### src/rtl/seq_divider_8bit.sv
// Sequential restoring unsigned divider: one quotient bit per clock, start/busy/done handshake.
// Divide-by-zero completes after a single cycle with quotient all ones and remainder = dividend.
module seq_divider_8bit #(
    parameter int WIDTH = 8
) (
    input  logic             clk,
    input  logic             rst,
    input  logic             start,
    input  logic [WIDTH-1:0] dividend,
    input  logic [WIDTH-1:0] divisor,
    output logic [WIDTH-1:0] quotient,
    output logic [WIDTH-1:0] remainder,
    output logic             busy,
    output logic             done,
    output logic             div_by_zero
);

    localparam int CNT_W = $clog2(WIDTH + 1);
    localparam logic [CNT_W-1:0] LAST = CNT_W'(WIDTH);

    typedef enum logic [1:0] {IDLE, RUN, DONE} state_t;

    state_t           state;
    logic [CNT_W-1:0] cnt;
    logic [WIDTH-1:0] p;
    logic [WIDTH-1:0] q;
    logic [WIDTH-1:0] dvs;

    logic [WIDTH:0]   p_shift;
    logic [WIDTH-1:0] p_sub;
    logic             fits;

    // The stored remainder is always below the divisor, so its top bit of the
    // WIDTH+1 bit partial remainder is implicitly zero and only exists in p_shift.
    always_comb begin
        p_shift = {p, q[WIDTH-1]};
        fits    = (p_shift >= {1'b0, dvs});
        p_sub   = p_shift[WIDTH-1:0] - dvs;
    end

    always_ff @(posedge clk or posedge rst) begin
        if (rst) begin
            state       <= IDLE;
            cnt         <= '0;
            p           <= '0;
            q           <= '0;
            dvs         <= '0;
            quotient    <= '0;
            remainder   <= '0;
            busy        <= 1'b0;
            done        <= 1'b0;
            div_by_zero <= 1'b0;
        end else begin
            done <= 1'b0;
            case (state)
                IDLE: begin
                    if (start) begin
                        q     <= dividend;
                        dvs   <= divisor;
                        p     <= '0;
                        cnt   <= '0;
                        busy  <= (divisor != '0);
                        state <= RUN;
                    end
                end
                RUN: begin
                    if (dvs == '0) begin
                        // Zero divisor: q still holds the untouched dividend.
                        quotient    <= '1;
                        remainder   <= q;
                        div_by_zero <= 1'b1;
                        done        <= 1'b1;
                        busy        <= 1'b0;
                        state       <= DONE;
                    end else if (cnt == LAST) begin
                        quotient    <= q;
                        remainder   <= p;
                        div_by_zero <= 1'b0;
                        done        <= 1'b1;
                        busy        <= 1'b0;
                        state       <= DONE;
                    end else begin
                        p   <= fits ? p_sub : p_shift[WIDTH-1:0];
                        q   <= {q[WIDTH-2:0], fits};
                        cnt <= cnt + 1'b1;
                    end
                end
                DONE: begin
                    state <= IDLE;
                end
                default: begin
                    state <= IDLE;
                end
            endcase
        end
    end

endmodule
### config.mk
export PLATFORM = sky130hd
export DESIGN_NAME = seq_divider_8bit
export DESIGN_NICKNAME = d
export VERILOG_FILES = /design/src/rtl/seq_divider_8bit.sv
export SDC_FILE = /design/constraint.sdc
export NUM_CORES = 1
export LEC_CHECK = 0
export ABC_AREA = 1
export CAP_MARGIN = 20
export CORE_MARGIN = 2
export CORE_UTILIZATION = 55
export CTS_BUF_LIST = sky130_fd_sc_hd__clkbuf_16
export CTS_CLUSTER_SIZE = 25
export DETAILED_ROUTE_END_ITERATION = 6
export PLACE_DENSITY = 0.8
export SLEW_MARGIN = 30
export SYNTH_ARGS = -nofsm -noshare
export SYNTH_HDL_FRONTEND = slang
export SYNTH_SLANG_ARGS = --single-unit
### constraint.sdc
create_clock -name clk -period 1.8 [get_ports clk]
set_input_delay 0.36 -clock clk [delete_from_list [all_inputs] [get_ports clk]]
set_output_delay 0.36 -clock clk [all_outputs]
set_load 0.01 [all_outputs]
==> flow_metrics.py, run 1 <==
metrics = {
    "flow_run": {
        "cap_violations": 0,
    },
    "routing": {
        "drt-pass1-iter-count": 7,
        "wl_per_cell_um": 13.8,
        "viasPerCell": 5.14,
        "vias": 2454,
        "drc_errors": 1,
        "dr.first_iter.drc_count": 259,
        "wl_um": 6580,
        "final_antenna_net_count": 0,
    },
    "sta": {
        "finalHoldViolCount": 0,
        "rsz0062_at_grt": "yes",
        "fin_skew_ps": 4.54,
        "tns_ps": 0,
        "whs_ps": 360,
        "max-slew-margin-rel_pct": 75.4,
        "slew_violations": 0,
        "setup_viol": 0,
        "layout_min_cycle_time_ps": 1760,
        "fmax_mhz": 568,
        "finalCritPeriodShare_pct": 97.8,
        "worstMarginPinSlew_ps": 368,
    },
    "floorplan": {
        "dieWidth_um": 75.9,
        "dieArea_um2": 5760,
        "pin_count": 38,
        "die_y_um": 75.9,
        "core_um2": 5040,
        "rows": 26,
        "start_util_pct": 56.4,
    },
    "critical_path": {
        "startpoint_type": "flop",
        "worstPathRequired_ps": 1980,
        "worstSetupEndpointType": "flop",
        "worstPathMaxFanout": 4,
        "critPathKind": "flop to flop",
        "crit_chain": "inv_1, ha_4, nand2_1, inv_1, a21oi_2, nand2_2, buf_4, nand2_2, nand3_1, nand3_1, nand2_1",
        "cpPeakStageDelay_ps": 380,
        "crit_path_top_delay_cell": "dfrtp_1",
        "critPathArrivalTime_ps": 1940,
    },
    "global_routing": {
        "grt_first_pass_wirelength_um": 10500,
        "grt_pass1_vias": 2313,
        "grt_max_degree": 21,
        "antenna_found_initial": 0,
        "grt_overflow": 0,
        "track_usage_pct": 22.3,
    },
    "layout": {
        "finalNetCount": 436,
        "seqCellArea_um2": 1230,
        "multiInputGateArea_um2": 1520,
        "final_area_um2": 3700,
        "fillers": 389,
        "syn_to_final_growth_pct": 30.0,
        "final_layout_size_suffix_gt1_share_pct": 20.9,
        "diodes": 0,
        "finish.utilization_pct": 73.3,
        "fin_cells": 477,
    },
    "synth": {
        "syn-num-nets": 384,
        "netlist_top_cells_area": "dfrtp_1 (43%), nand2_1 (17%), inv_1 (5.3%), o21ai_0 (5.1%), nand3_1 (4.8%)",
        "yosys_warnings": 0,
        "synthCells": 354,
        "ys_ff_latch": 49,
        "avgSynthCellArea_um2": 8.03,
        "synth_cell_types": 31,
        "netlist_area_um2": 2840,
        "yosysSeqAreaShare_pct": 43.1,
        "synth_top_area_share_pct": 43.1,
        "yosysTopAreaCell": "dfrtp_1",
    },
    "power_and_ir_drop": {
        "clkPwrFrac_pct": 12.9,
        "combPwrFrac_pct": 61.8,
        "p_switching_mw": 3.83,
        "p_per_area_nw_per_um2": 2270,
        "seqPwrFrac_pct": 25.3,
        "p_int_mw": 4.56,
        "p_sw_share_pct": 45.7,
        "p_leak_nw": 1.84,
        "peakVddDrop_mv": 1.15,
    },
    "clocking": {
        "clockRootBuffer": "clkbuf_16",
        "clock_latency_ps": 290,
        "tritoncts": "done",
        "ctsHoldBuffers": 0,
        "clock_path_buffers": 2,
        "cts_max_level": 2,
        "cts_made_buffers": 5,
        "clock_sinks": 49,
        "clk_pin_slew_ps": 70,
    },
    "place": {
        "gp_congestion": 0.902,
        "dp_cells": 464,
        "dpl.hpwl_um": 4520,
        "placed_area_um2": 3340,
        "port_buffers": 37,
    },
    "status": {
        "status": "finished with violations",
        "violations": "design-rule violations",
    },
    "min_path": {
        "hold_path.class": "input port to async pin",
    },
}
## flip-flops by register name (all words and copies together) (netlist names)
register	cells
dvs	8
busy	1
div_by_zero	1
remainder	8
p	8
state	2
quotient	8
done	1
cnt	4
q	8
## repair_timing
item                                    in CTS  in global routing
pin swaps                                    0                  5
gates cloned                                 0                  1
endpoints found under the setup margin       7                  9
setup buffers                                1                  3
resized for setup                            3                 33
## final cells by class
cell class / count / area share (%)
Inverter: 44 / 4.74
Clock buffer: 5 / 3.38
Timing Repair Buffer: 53 / 14.0
Tap cell: 70 / 2.37
Multi-Input combinational cell: 253 / 41.0
Sequential cell: 49 / 33.2
Clock inverter: 3 / 1.32
## worst max-delay path: cells and delay by family (launching register included)
kind                       cells  cell delay (ps)
AOI/OAI and AO/OA              1              180
DFF                            1              380
adders and majority gates      1              230
buffers and inverters          3              340
and+or+nand+nor                6              510
## synth_stat cells, drive strengths merged
| library cell | count |
|---|---|
| nor3 | 2 |
| nand3 | 28 |
| a21boi | 7 |
| buf | 8 |
| xnor2 | 2 |
| fa | 1 |
| a21oi | 5 |
| xor2 | 2 |
| or2 | 1 |
| nand4 | 5 |
| and3 | 1 |
| ha | 10 |
| dfrtp | 49 |
| clkbuf | 1 |
| inv | 44 |
| o21ai | 29 |
| nor2 | 14 |
| nand2 | 145 |
## path summary, 6_finish.rpt
path | start | end | slack [ps] | cells past startpoint
min reg2reg | remainder[3] | remainder[3] | 470 | 2
max in group asynchronous | rst | p[1] | 1000 | 3
min | rst | quotient[6] | 360 | 2
min in group clk | remainder[3] | remainder[3] | 470 | 2
max | dvs[4] | p[1] | 40 | 11
max reg2reg | dvs[4] | p[1] | 40 | 11
## metrics by stage
step,power (mW),setup WS (ps)
after floorplan,5.15,155
after global routing,9.03,-58.5
after detailed placement,6.42,15.1
after global placement,6.30,3.54
after CTS,7.63,2.28
final,8.39,39.7
## logic make-up after synthesis
| logic type | Yosys count | share of synthesized area, % |
|---|---|---|
| simple gates | 196 | 33.7 |
| fa+ha+maj | 11 | 5.10 |
| xor+xnor | 4 | 1.23 |
| buf+inv | 53 | 9.02 |
| compound gates | 41 | 7.83 |
| flops | 49 | 43.1 |
## layer usage
layer	global-route usage (%)	up-vias	wire, um
li1	-	1221	-
met1	29.1	1115	2760
met2	39.0	102	3280
met3	4.05	16	408
met4	4.73	0	136
met5	0	-	0
## power by group through the flow
| stage | Combinational [mW] | Sequential [mW] | Clock (mW) |
|---|---|---|---|
| after floorplan | 3.07 | 2.08 | 0 |
| after global placement | 4.25 | 2.05 | 0 |
| after detailed placement | 4.34 | 2.07 | 0 |
| after CTS | 4.46 | 2.07 | 1.10 |
| after global routing | 5.70 | 2.19 | 1.14 |
| final | 5.18 | 2.12 | 1.08 |
## cell usage in the layout, fill, tap and decap left out, types with 7 or more instances in the layout
master,synthesis,layout
inv_1,40,31
nand3_1,27,26
dfrtp_1,49,48
buf_4,1,13
clkdlybuf4s50_1,0,37
inv_2,2,11
nand2_1,130,124
nand2_2,13,18
a21boi_0,7,7
o21ai_0,29,29
Power figures use the tool's default switching activity.
==> inputs of run 2 (changes only) <==
--- a/config.mk
+++ b/config.mk
@@ -12,6 +12,7 @@
 export CTS_BUF_LIST = sky130_fd_sc_hd__clkbuf_16
 export CTS_CLUSTER_SIZE = 25
 export DETAILED_ROUTE_END_ITERATION = 6
+export MAX_ROUTING_LAYER = met4
 export PLACE_DENSITY = 0.8
 export SLEW_MARGIN = 30
 export SYNTH_ARGS = -nofsm -noshare
==> run 2 against run 1 <==
The flow now finishes without violations. Die area unchanged. First-iteration DRC count down 40%. Wire length down 5.0%. Critical endpoint is now p[6].
==> flow_metrics.py, run 2 (synthesized netlist as in run 1, its figures left out) <==
metrics = {
    "power_and_ir_drop": {
        "peakVddDrop_mv": 1.38,
        "clkPwrFrac_pct": 11.2,
        "p_leak_nw": 1.83,
        "p_per_area_nw_per_um2": 2160,
        "power_mw": 7.88,
        "seqPwrFrac_pct": 26.9,
        "p_switching_mw": 3.54,
        "p_sw_share_pct": 45.0,
        "combPwrFrac_pct": 61.9,
        "p_int_mw": 4.33,
    },
    "clocking": {
        "cts_max_level": 2,
        "tritoncts": "done",
        "ctsHoldBuffers": 0,
        "clockRootBuffer": "clkbuf_16",
        "clock_sinks": 49,
        "clock_latency_ps": 280,
        "clock_path_buffers": 2,
        "clk_pin_slew_ps": 60,
        "cts_made_buffers": 5,
    },
    "critical_path": {
        "r2r_end": "p[6]",
        "cp_common_cell": "nand2_1",
        "worstPathRequired_ps": 2020,
        "critPathArrivalTime_ps": 1970,
        "crit_buf_inv": 1,
        "critPathKind": "flop to flop",
        "worstSetupEndpointType": "flop",
        "crit_chain": "ha_4, nand2_1, nor2_1, nand2_1, nor2_2, nor2_4, buf_4, nand3_1, nand3_1, nand2_1",
        "startpoint_type": "flop",
        "cpPeakStageDelay_ps": 440,
        "reg2reg_depth": 10,
        "crit_path_top_delay_cell": "dfrtp_1",
        "critPathTopFamily": "simple AND/OR/NAND/NOR gates",
        "rrSetupSlack_ps": 50,
        "worstPathMaxFanout": 6,
        "timing.rr.start": "p[1]",
    },
    "sta": {
        "slew_violations": 0,
        "finalHoldViolCount": 0,
        "tns_ps": 0,
        "fin_skew_ps": 3.14,
        "setup_viol": 0,
        "finalCritPeriodShare_pct": 97.3,
        "fmax_mhz": 571,
        "worstMarginPinSlew_ps": 272,
        "max-slew-margin-rel_pct": 81.7,
        "layout_min_cycle_time_ps": 1750,
    },
    "floorplan": {
        "dieWidth_um": 75.9,
        "pin_count": 38,
        "die_y_um": 75.9,
        "core_um2": 5040,
        "rows": 26,
        "dieArea_um2": 5760,
        "start_util_pct": 56.4,
    },
    "flow_run": {
        "cap_violations": 0,
    },
    "global_routing": {
        "grt_pass1_vias": 2344,
        "grt_first_pass_wirelength_um": 10700,
        "track_usage_pct": 23.3,
        "grt_max_degree": 35,
        "antenna_found_initial": 0,
        "grt_overflow": 0,
    },
    "place": {
        "port_buffers": 37,
        "dp_cells": 464,
        "dpl.hpwl_um": 4550,
        "gp_congestion": 0.947,
    },
    "routing": {
        "wl_per_cell_um": 13.1,
        "drt-pass1-iter-count": 4,
        "dr.first_iter.drc_count": 155,
        "wl_um": 6250,
        "drc_errors": 0,
        "vias": 2485,
        "viasPerCell": 5.19,
        "final_antenna_net_count": 0,
    },
    "layout": {
        "seqCellArea_um2": 1230,
        "finish.utilization_pct": 72.4,
        "layout_common_cells": "nand2_1 (129), dfrtp_1 (47), clkdlybuf4s50_1 (37)",
        "syn_to_final_growth_pct": 28.4,
        "diodes": 0,
        "fin_cells": 479,
        "finalNetCount": 439,
        "final_common_cell": "nand2_1",
        "fillers": 379,
        "multiInputGateArea_um2": 1470,
        "final_layout_size_suffix_gt1_share_pct": 18.1,
    },
    "min_path": {
        "hold_path.class": "input port to async pin",
    },
    "status": {
        "status": "finished clean",
    },
}
[run 2: changes by cell type in the layout (fill, tap and decap cells not counted), moves of 2 or more]
cell	delta
buf_4	+2
inv_1	+4
inv_2	-4
nand2_1	+5
nand2_2	-6
nand2_4	+2
[run 2: power groups by stage]
| stage | clock, mW | combinational, mW | sequential, mW |
|---|---|---|---|
| floorplan | 0 | 3.07 | 2.08 |
| global placement | 0 | 4.24 | 2.06 |
| detailed placement | 0 | 4.34 | 2.09 |
| CTS | 0.892 | 4.43 | 2.08 |
| global route | 0.944 | 5.49 | 2.19 |
| finish | 0.879 | 4.88 | 2.12 |
[run 2: per-layer routing]
| layer | up-vias | track usage, % | share of wire (%) |
|---|---|---|---|
| met2 | 75 | 39.4 | 52 |
| met5 | - | - | 0 |
| met3 | 10 | 5.00 | 4.8 |
| met4 | 0 | 6.00 | 1.3 |
| met1 | 1174 | 28.7 | 42 |
| li1 | 1226 | - | - |
[run 2: final cells by class]
type / instances / share of cell area [%]
inverters: 44 / 4.80
clock buffers: 5 / 3.43
clock inverters: 2 / 0.308
flip-flops and latches: 49 / 33.7
repair buffers: 56 / 15.2
multi-input cells: 253 / 40.2
well taps: 70 / 2.40
[run 2: worst max path at each step]
stage / startpoint / end / slack [ps] / cells after the start
after floorplan: p[1] / q[0] / 160 / 10
after global placement: q[7] / p[4] / -30 / 10
after detailed placement: p[2] / p[5] / -20 / 10
after CTS: p[3] / q[0] / 0.8 / 9
after global routing: p[1] / p[7] / -100 / 10
final: p[1] / p[6] / 50 / 10
[run 2: stage by stage]
stage	hold slack (ps)	instance area, um2	setup slack, ps
floorplan	453	2840	155
global placement	455	3340	-32.9
detailed placement	458	3340	-22.7
CTS	420	3500	0.849
global route	459	3650	-96.1
finish	418	3650	48.0
[run 2: tightest hold or removal path: stages]
cell and delay [ps]:
clkdlybuf4s50_1 410, inv_2 110, buf_12 160
[run 2: repair_timing]
item / 4_1_cts / 5_1_grt
endpoints found under the setup margin: 9 / 10
pin swaps: 0 / 4
resized for setup: 2 / 21
gates cloned: 0 / 1
setup buffers: 1 / 6
